File: config.mk
export PLATFORM = sky130hd
export DESIGN_NAME = video_timing_ctrl_flat
export DESIGN_NICKNAME = d
export VERILOG_FILES = /design/src/rtl/video_timing_ctrl_if.sv /design/src/rtl/video_timing_ctrl.sv /design/src/flat_wrapper.sv
export SDC_FILE = /design/constraint.sdc
export NUM_CORES = 1
export LEC_CHECK = 0
export ABC_AREA = 1
export CORE_ASPECT_RATIO = 1.1
export CORE_UTILIZATION = 45
export CTS_CLUSTER_SIZE = 10
export DETAILED_ROUTE_END_ITERATION = 12
export RECOVER_POWER = 25
export SLEW_MARGIN = 15
export SYNTH_ARGS = -nofsm -noshare
export SYNTH_HDL_FRONTEND = slang
export SYNTH_SLANG_ARGS = --single-unit
File: constraint.sdc
create_clock -name pixclk -period 5.8 [get_ports pixclk]
set_clock_uncertainty 0.1 [all_clocks]
set_input_delay 0.87 -clock pixclk [delete_from_list [all_inputs] [get_ports pixclk]]
set_output_delay 0.87 -clock pixclk [all_outputs]
set_load 0.05 [all_outputs]
File: src/rtl/video_timing_ctrl_if.sv
// Configuration and line-fetch bus of the video timing controller.
// The slave modport is the timing controller; the master modport is the
// host / framebuffer side that writes timing shadows and answers fetches.
interface video_timing_ctrl_if;
    logic        cfg_we;
    logic [2:0]  cfg_addr;
    logic [10:0] cfg_data;
    logic        fetch_ack;
    logic        fetch_req;
    logic [10:0] fetch_line;

    modport master (
        output cfg_we,
        output cfg_addr,
        output cfg_data,
        output fetch_ack,
        input  fetch_req,
        input  fetch_line
    );

    modport slave (
        input  cfg_we,
        input  cfg_addr,
        input  cfg_data,
        input  fetch_ack,
        output fetch_req,
        output fetch_line
    );
endinterface

File: src/rtl/video_timing_ctrl.sv
// Video timing generator: double-buffered timing registers (shadow copies
// committed at frame end or while disabled), X/Y raster counters, registered
// sync / data-enable / frame-start outputs and a one-line-ahead fetch FSM
// with a sticky underflow flag.
module video_timing_ctrl (
    input  logic                 pixclk,
    input  logic                 rst,
    input  logic                 en,
    video_timing_ctrl_if.slave   bus,
    output logic [10:0]          counter_x,
    output logic [10:0]          counter_y,
    output logic                 hSync,
    output logic                 vSync,
    output logic                 DrawArea,
    output logic                 frame_start,
    output logic                 underflow
);

    localparam logic [2:0] H_ACTIVE     = 3'd0;
    localparam logic [2:0] H_SYNC_START = 3'd1;
    localparam logic [2:0] H_SYNC_END   = 3'd2;
    localparam logic [2:0] H_LAST       = 3'd3;
    localparam logic [2:0] V_ACTIVE     = 3'd4;
    localparam logic [2:0] V_SYNC_START = 3'd5;
    localparam logic [2:0] V_SYNC_END   = 3'd6;
    localparam logic [2:0] V_LAST       = 3'd7;

    typedef enum logic [1:0] {
        IDLE      = 2'd0,
        REQ       = 2'd1,
        WAIT_LINE = 2'd2
    } fetch_state_t;

    // Power-on timing: 800x600 at 60 Hz, 40 MHz pixel clock.
    function automatic logic [10:0] reg_default(input logic [2:0] idx);
        logic [10:0] val;
        case (idx)
            H_ACTIVE:     val = 11'd800;
            H_SYNC_START: val = 11'd840;
            H_SYNC_END:   val = 11'd968;
            H_LAST:       val = 11'd1055;
            V_ACTIVE:     val = 11'd600;
            V_SYNC_START: val = 11'd601;
            V_SYNC_END:   val = 11'd605;
            V_LAST:       val = 11'd627;
            default:      val = 11'd0;
        endcase
        return val;
    endfunction

    logic [10:0]  shadow_r [8];
    logic [10:0]  active_r [8];
    logic [10:0]  shadow_next_s [8];
    logic [10:0]  x_r;
    logic [10:0]  y_r;
    logic         hsync_r;
    logic         vsync_r;
    logic         draw_r;
    logic         frame_start_r;
    logic         fetch_req_r;
    logic [10:0]  fetch_line_r;
    logic         underflow_r;
    fetch_state_t state_r;
    logic         line_end_s;
    logic         frame_end_s;
    logic         commit_s;
    logic         fetch_start_s;

    // Shadow values after this cycle's write, line/frame end and commit strobes.
    always_comb begin
        for (int i = 0; i < 8; i++) begin
            if (bus.cfg_we && (bus.cfg_addr == 3'(i))) begin
                shadow_next_s[i] = bus.cfg_data;
            end else begin
                shadow_next_s[i] = shadow_r[i];
            end
        end
        line_end_s    = (x_r == active_r[H_LAST]);
        frame_end_s   = line_end_s && (y_r == active_r[V_LAST]);
        commit_s      = (en && frame_end_s) || !en;
        // Prefetch the next line (or line 0 from the last line); the last
        // visible line has no successor inside the active area.
        fetch_start_s = (x_r == active_r[H_ACTIVE]) &&
                        ((y_r < (active_r[V_ACTIVE] - 11'd1)) || (y_r == active_r[V_LAST]));
    end

    // Shadow writes and shadow-to-active commit; a write on the commit cycle is included.
    always_ff @(posedge pixclk) begin
        if (rst) begin
            for (int i = 0; i < 8; i++) begin
                shadow_r[i] <= reg_default(3'(i));
                active_r[i] <= reg_default(3'(i));
            end
        end else begin
            for (int i = 0; i < 8; i++) begin
                shadow_r[i] <= shadow_next_s[i];
                if (commit_s) begin
                    active_r[i] <= shadow_next_s[i];
                end else begin
                    active_r[i] <= active_r[i];
                end
            end
        end
    end

    // Raster counters, registered timing outputs and the line-fetch FSM.
    always_ff @(posedge pixclk) begin
        if (rst) begin
            x_r           <= 11'd0;
            y_r           <= 11'd0;
            hsync_r       <= 1'b0;
            vsync_r       <= 1'b0;
            draw_r        <= 1'b0;
            frame_start_r <= 1'b0;
            fetch_req_r   <= 1'b0;
            fetch_line_r  <= 11'd0;
            underflow_r   <= 1'b0;
            state_r       <= IDLE;
        end else if (!en) begin
            x_r           <= 11'd0;
            y_r           <= 11'd0;
            hsync_r       <= 1'b0;
            vsync_r       <= 1'b0;
            draw_r        <= 1'b0;
            frame_start_r <= 1'b0;
            fetch_req_r   <= 1'b0;
            state_r       <= IDLE;
        end else begin
            if (line_end_s) begin
                x_r <= 11'd0;
                y_r <= (y_r == active_r[V_LAST]) ? 11'd0 : (y_r + 11'd1);
            end else begin
                x_r <= x_r + 11'd1;
            end
            hsync_r       <= (x_r >= active_r[H_SYNC_START]) && (x_r < active_r[H_SYNC_END]);
            vsync_r       <= (y_r >= active_r[V_SYNC_START]) && (y_r < active_r[V_SYNC_END]);
            draw_r        <= (x_r < active_r[H_ACTIVE]) && (y_r < active_r[V_ACTIVE]);
            frame_start_r <= (x_r == 11'd0) && (y_r == 11'd0);

            case (state_r)
                IDLE: begin
                    if (fetch_start_s) begin
                        state_r      <= REQ;
                        fetch_req_r  <= 1'b1;
                        fetch_line_r <= (y_r == active_r[V_LAST]) ? 11'd0 : (y_r + 11'd1);
                    end else begin
                        fetch_req_r  <= 1'b0;
                    end
                end
                REQ: begin
                    if (bus.fetch_ack) begin
                        // An ack on the wrap cycle completes the fetch and frees
                        // the FSM for the line that is just starting.
                        state_r     <= line_end_s ? IDLE : WAIT_LINE;
                        fetch_req_r <= 1'b0;
                    end else if (line_end_s) begin
                        state_r     <= IDLE;
                        fetch_req_r <= 1'b0;
                        underflow_r <= 1'b1;
                    end else begin
                        fetch_req_r <= 1'b1;
                    end
                end
                WAIT_LINE: begin
                    fetch_req_r <= 1'b0;
                    if (line_end_s) begin
                        state_r <= IDLE;
                    end else begin
                        state_r <= WAIT_LINE;
                    end
                end
                default: begin
                    state_r     <= IDLE;
                    fetch_req_r <= 1'b0;
                end
            endcase
        end
    end

    assign counter_x      = x_r;
    assign counter_y      = y_r;
    assign hSync          = hsync_r;
    assign vSync          = vsync_r;
    assign DrawArea       = draw_r;
    assign frame_start    = frame_start_r;
    assign underflow      = underflow_r;
    assign bus.fetch_req  = fetch_req_r;
    assign bus.fetch_line = fetch_line_r;

endmodule

File: src/flat_wrapper.sv
// flat-port wrapper written by rule: the top's interface ports become plain ports
module video_timing_ctrl_flat 
  (pixclk, rst, en, counter_x, counter_y, hSync, vSync, DrawArea, frame_start, underflow, bus_cfg_we, bus_cfg_addr, bus_cfg_data, bus_fetch_ack, bus_fetch_req, bus_fetch_line);
  video_timing_ctrl_if bus_i ();
  input  logic pixclk;
  input  logic rst;
  input  logic en;
  output logic [10:0] counter_x;
  output logic [10:0] counter_y;
  output logic hSync;
  output logic vSync;
  output logic DrawArea;
  output logic frame_start;
  output logic underflow;
  input wire logic [$bits(bus_i.cfg_we)-1:0] bus_cfg_we;
  input wire logic [$bits(bus_i.cfg_addr)-1:0] bus_cfg_addr;
  input wire logic [$bits(bus_i.cfg_data)-1:0] bus_cfg_data;
  input wire logic [$bits(bus_i.fetch_ack)-1:0] bus_fetch_ack;
  output wire logic [$bits(bus_i.fetch_req)-1:0] bus_fetch_req;
  output wire logic [$bits(bus_i.fetch_line)-1:0] bus_fetch_line;
  assign bus_i.cfg_we = bus_cfg_we;
  assign bus_i.cfg_addr = bus_cfg_addr;
  assign bus_i.cfg_data = bus_cfg_data;
  assign bus_i.fetch_ack = bus_fetch_ack;
  assign bus_fetch_req = bus_i.fetch_req;
  assign bus_fetch_line = bus_i.fetch_line;
  video_timing_ctrl u_core (.pixclk(pixclk), .rst(rst), .en(en), .bus(bus_i), .counter_x(counter_x), .counter_y(counter_y), .hSync(hSync), .vSync(vSync), .DrawArea(DrawArea), .frame_start(frame_start), .underflow(underflow));
endmodule
Word level (Yosys, flattened, before mapping) --
Memory sizes are Yosys's and may differ from the RTL's. Cells that the tools add are included.
Operators by class: add/subtract/negate cells 3, order comparisons 7, equality and inequality tests 15, mux-type cells 59, bitwise operators 26, reduce and logical (&&, ||, !) cells 28
Operator list (number):
- two-way mux 11 bit | 41
- < comparator 11 bit | 5
- == test 11 bit | 3
- OR 1 bit | 24
- adder 11 x 1 -> 11 bit (second input constant) | 2
- >= comparator 11 bit | 2
- zero test 11 bit | 2
- logical AND 1 bit | 15
- == test 3 bit (second input constant) | 4
- two-way mux 1 bit | 12
- subtractor 11 x 1 -> 11 bit (second input constant) | 1
- two-way mux 2 bit | 4
- == test 3 x 2 -> 1 bit (second input constant) | 2
- one-hot mux 2 bit (3 select lines) | 1
- AND reduction 2 bit | 2
- AND reduction 4 bit | 1
- == test 3 x 1 -> 1 bit (second input constant) | 1
- zero test 3 bit | 1
- != test 3 x 2 -> 1 bit (second input constant) | 1
- AND reduction 3 bit | 1
- OR reduction 3 bit | 1
- == test 2 x 1 -> 1 bit (second input constant) | 1
- == test 2 bit (second input constant) | 1
- zero test 2 bit | 1
- 7 further kinds | 9
Word-level totals: flip-flop bits (word level) 41, bits in writable memories 176, bits of input ports 19, output and inout bits 39, word-level logic and storage cells 150, memories 2
Memory list:
- u_core.active_r | depth 8, bits a word 11, read ports 8, clocked after Yosys merged registers in 0, write ports 8, line video_timing_ctrl.sv:52 | logic [10:0] active_r [8];
- u_core.shadow_r | depth 8, bits a word 11, read ports 8, clocked after Yosys merged registers in 0, write ports 8, line video_timing_ctrl.sv:51 | logic [10:0] shadow_r [8];

Logic depth before layout (Yosys ltp) --
depth in word-level cells 9, depth in mapped cells 18, depth with buffers taken out 17

Worst setup path after synthesis --
Ideal clock, no wire load.
kind reg-to-reg, start point register u_core.x_r[5], in the netlist u_core.counter_x[5], end point memory u_core.active_r[0][0] (enable), library setup time 0.449 ns, arrival 3.548 ns, data required time 5.251 ns, setup slack 1.703 ns, stages on the path, launching flop included 10, buffers on the path 2, clock period less this slack 4.097 ns, cell sequence dfxtp_1 > buf_2 > xnor2_1 > nand3_1 > nor2_1 > nand2_1 > nor2_2 > buf_4 > nand2_2 > nand2_1
RTL lines:
- from (decl) | line video_timing_ctrl.sv:54 | logic [10:0] x_r;
- from (signal assigned) | line video_timing_ctrl.sv:133 | x_r <= x_r + 11'd1;
- to (decl) | line video_timing_ctrl.sv:52

==> results.yml <==
status:
  outcome: "complete, no violations"
floorplanning:
  die_height_um: 161.2
  fp.dieW_um: 146.7
  dieArea_sq_mm: 0.02365
  core_area_sq_mm: 0.02232
  ios: 58
  start_util: 0.4644
  rows: 57
pwr:
  power.density_mw_per_mm2: 272.2
  power_mw: 3.243
  leakage_nw: 5.375
  ir_drop_mv: 0.1888
logic_synthesis:
  synth.top_cell.area_share: 0.2549
  syn-num-nets: 1292
  syn_area_per_cell_sq_um: 8.675
  async_flop_share: 0
  synthTopCellsByArea: "edfxtp_1 25%, dfxtp_1 25%, ha_1 9.4%, nand2_1 8.7%, a21oi_1 5.1%"
  ys_types: 42
  synth-simple-area-share: 0.1961
  synth_top_area_cell: "edfxtp_1"
  muxShareOfSynthArea: 0
  ys.flop_type: "dfxtp_1"
  synth-edff-count: 88
  synth_compound_area_frac: 0.1113
  ys_seq_area_frac: 0.5040
  yosysWarnings: 0
  synthXorXnorAreaFrac: 0.02269
  syn_area_sq_mm: 0.01037
  ys_ff_latch: 217
  syn_inst: 1195
  synth_top_family_by_area: "simple AND/OR/NAND/NOR gates"
  synth-adder-area-share: 0.09415
critical_path:
  crit_start: "rst"
  crit_fanout: 46
  r2r_slack_ps: 2610
  slowest_stage: "dlygate4sd3_1"
  cp-endpoint: "u_core.active_r[0][71]"
  r2r_cells: 8
  path_buf_inv: 4
  r2r-end: "u_core.active_r[0][71]"
  crit_path_max_incr_delay_ps: 590
  critical_path_depth: 6
  crit_type: "in2reg"
  crit_family: "buffers and inverters"
  cp_data_required_time_ps: 5840
  crit_chain: "dlygate4sd3_1, clkinv_2, nand2_1, inv_1, nand2_4, buf_4"
  critPathArrivalTime_ps: 3580
  endpoint_kind: "flop"
  worstSetupStartpointType: "primary input"
  timing.rr.start: "u_core.counter_x[5]"
detailed_routing:
  drt-vias-per-instance: 5.118
  vias: 7984
  firstDrtPassIters: 5
  drt-initial-drc-count: 381
  drc_errors: 0
  wl_per_cell_um: 15.93
  wirelength_um: 24860
  ant_nets: 0
layout:
  num-nets-final: 1345
  final_cell_mix: "240 x nand2_1, 135 x inv_1, 129 x dfxtp_1"
  utilization: 0.5337
  post-route-cell-area_sq_mm: 0.01191
  insertedDiodeCount: 0
  area_growth_pct: 14.93
  final_common_cell: "nand2_1"
  drive_above_1_share: 0.04822
clocking:
  ctsHoldBuffers: 0
  clkTransAtPathRegs_ps: 50
  cts_tree: "yes"
  clockBufferDepth: 3
  htreeDepth: 1
  cts_resized: 0
  insertion_delay_ps: 510
  cts_buffers: 25
  post_cts.repair.setup_buffers: 0
  numClockSinks: 217
  cts_root_buffer: "clkbuf_16"
grt:
  overflow: 0
  grt_first_pass_wirelength_um: 39920
  grt_start_max_net_pins: 84
  antenna_found_initial: 0
  first_global_vias: 7461
  track_usage: 0.2169
sta:
  whs_ps: 353.1
  finalHoldViolations: 0
  grt_setup_unrepaired: "no"
  tightest_slew_ps: 1085
  drv_slew: 0
  period_share: 0.6104
  setup_viol: 0
  post-route-min-period_ps: 3540
  setup_tns_ps: 0
  fmax_mhz: 282.5
  maxSlewHeadroom: 0.2740
hold_path:
  hold_class: "reg2reg"
placement:
  hpwl_um: 16700
  place_area_sq_mm: 0.01122
  gp_congestion: 0.8302
  portBuffers: 57
run:
  drv_cap: 0
[synthesized netlist by cell type (2+ instances only)]
| library cell | instances |
|---|---|
| clkbuf_2 | 2 |
| inv_2 | 3 |
| nand3_1 | 77 |
| buf_6 | 2 |
| nand3b_1 | 2 |
| o21ai_0 | 62 |
| nand2_4 | 3 |
| a21o_1 | 2 |
| a21oi_1 | 105 |
| nor2_2 | 5 |
| nand4_1 | 13 |
| o211ai_1 | 22 |
| ha_1 | 78 |
| edfxtp_1 | 88 |
| dfxtp_1 | 129 |
| o21ai_1 | 7 |
| inv_1 | 136 |
| buf_2 | 10 |
| a21boi_0 | 4 |
| a31oi_1 | 3 |
| a211oi_1 | 2 |
| xnor2_1 | 13 |
| nor3_1 | 15 |
| buf_4 | 2 |
| nand2_2 | 3 |
| nor4_1 | 4 |
| clkbuf_1 | 32 |
| nor2_1 | 103 |
| xor2_1 | 12 |
| o21a_1 | 2 |
| or2_0 | 2 |
| nand2_1 | 241 |
| and2_1 | 2 |
[logic make-up after synthesis]
kind of cell,Yosys count
AO/OA/AOI/OAI,212
XOR/XNOR,26
adder cells (fa/ha/maj),78
buffers and inverters,188
flip-flops,217
AND/OR/NAND/NOR,474
[worst register-to-register path, cell delays in order (launching register included)]
cell	delay, ps
dfxtp_1	680
xnor2_1	180
nand3_1	80
nor2_1	100
nand2_1	120
nor2_2	390
nand2_2	260
nand2_4	370
buf_4	520
[final cells by class]
type	instances	area, sq um
fill	2060	10410
tap	295	369.1
clock buffer	44	696.9
multi-input combinational	790	4405
sequential	217	5225
inverter	140	526.8
timing repair buffer	74	690.7
[flip-flops by register name (all words and copies together) (netlist names)]
register / flops
u_core.DrawArea: 1
u_core.active_r: 88
u_core.bus.fetch_line: 11
u_core.bus.fetch_req: 1
u_core.counter_x: 11
u_core.counter_y: 11
u_core.frame_start: 1
u_core.hSync: 1
u_core.shadow_r: 88
u_core.state_r: 2
u_core.underflow: 1
u_core.vSync: 1
[power breakdown]
part	switching [mW]	internal, mW	total (mW)
Clock	0.576	0.802	1.38
Sequential	0.0172	1.64	1.66
Combinational	0.140	0.0638	0.204
Total	0.733	2.51	3.24
[how the worst min path moves through the flow]
stage,slack (ps),from,cells past startpoint,end
after floorplan,320,u_core.shadow_r[0][66],2,u_core.shadow_r[0][66]
after global placement,330,u_core.shadow_r[0][83],2,u_core.shadow_r[0][83]
after detailed placement,340,u_core.shadow_r[0][9],2,u_core.shadow_r[0][9]
after CTS,350,u_core.shadow_r[0][48],2,u_core.shadow_r[0][48]
after global routing,370,u_core.shadow_r[0][36],2,u_core.shadow_r[0][36]
final,350,u_core.shadow_r[0][17],2,u_core.shadow_r[0][17]
[routing by layer]
layer / routed length (um) / GRT usage
met5: 0 / 0
met4: 699 / 0.07528
met3: 1295 / 0.02740
met2: 11540 / 0.3615
met1: 11320 / 0.2901
[metrics by stage]
stage	setup slack (ps)	cells
floorplan	1703	1195
global placement	1835	1516
detailed placement	1810	1516
CTS	2336	1560
global route	2037	1560
finish	2260	1560
(Power assumes the default switching activity.)
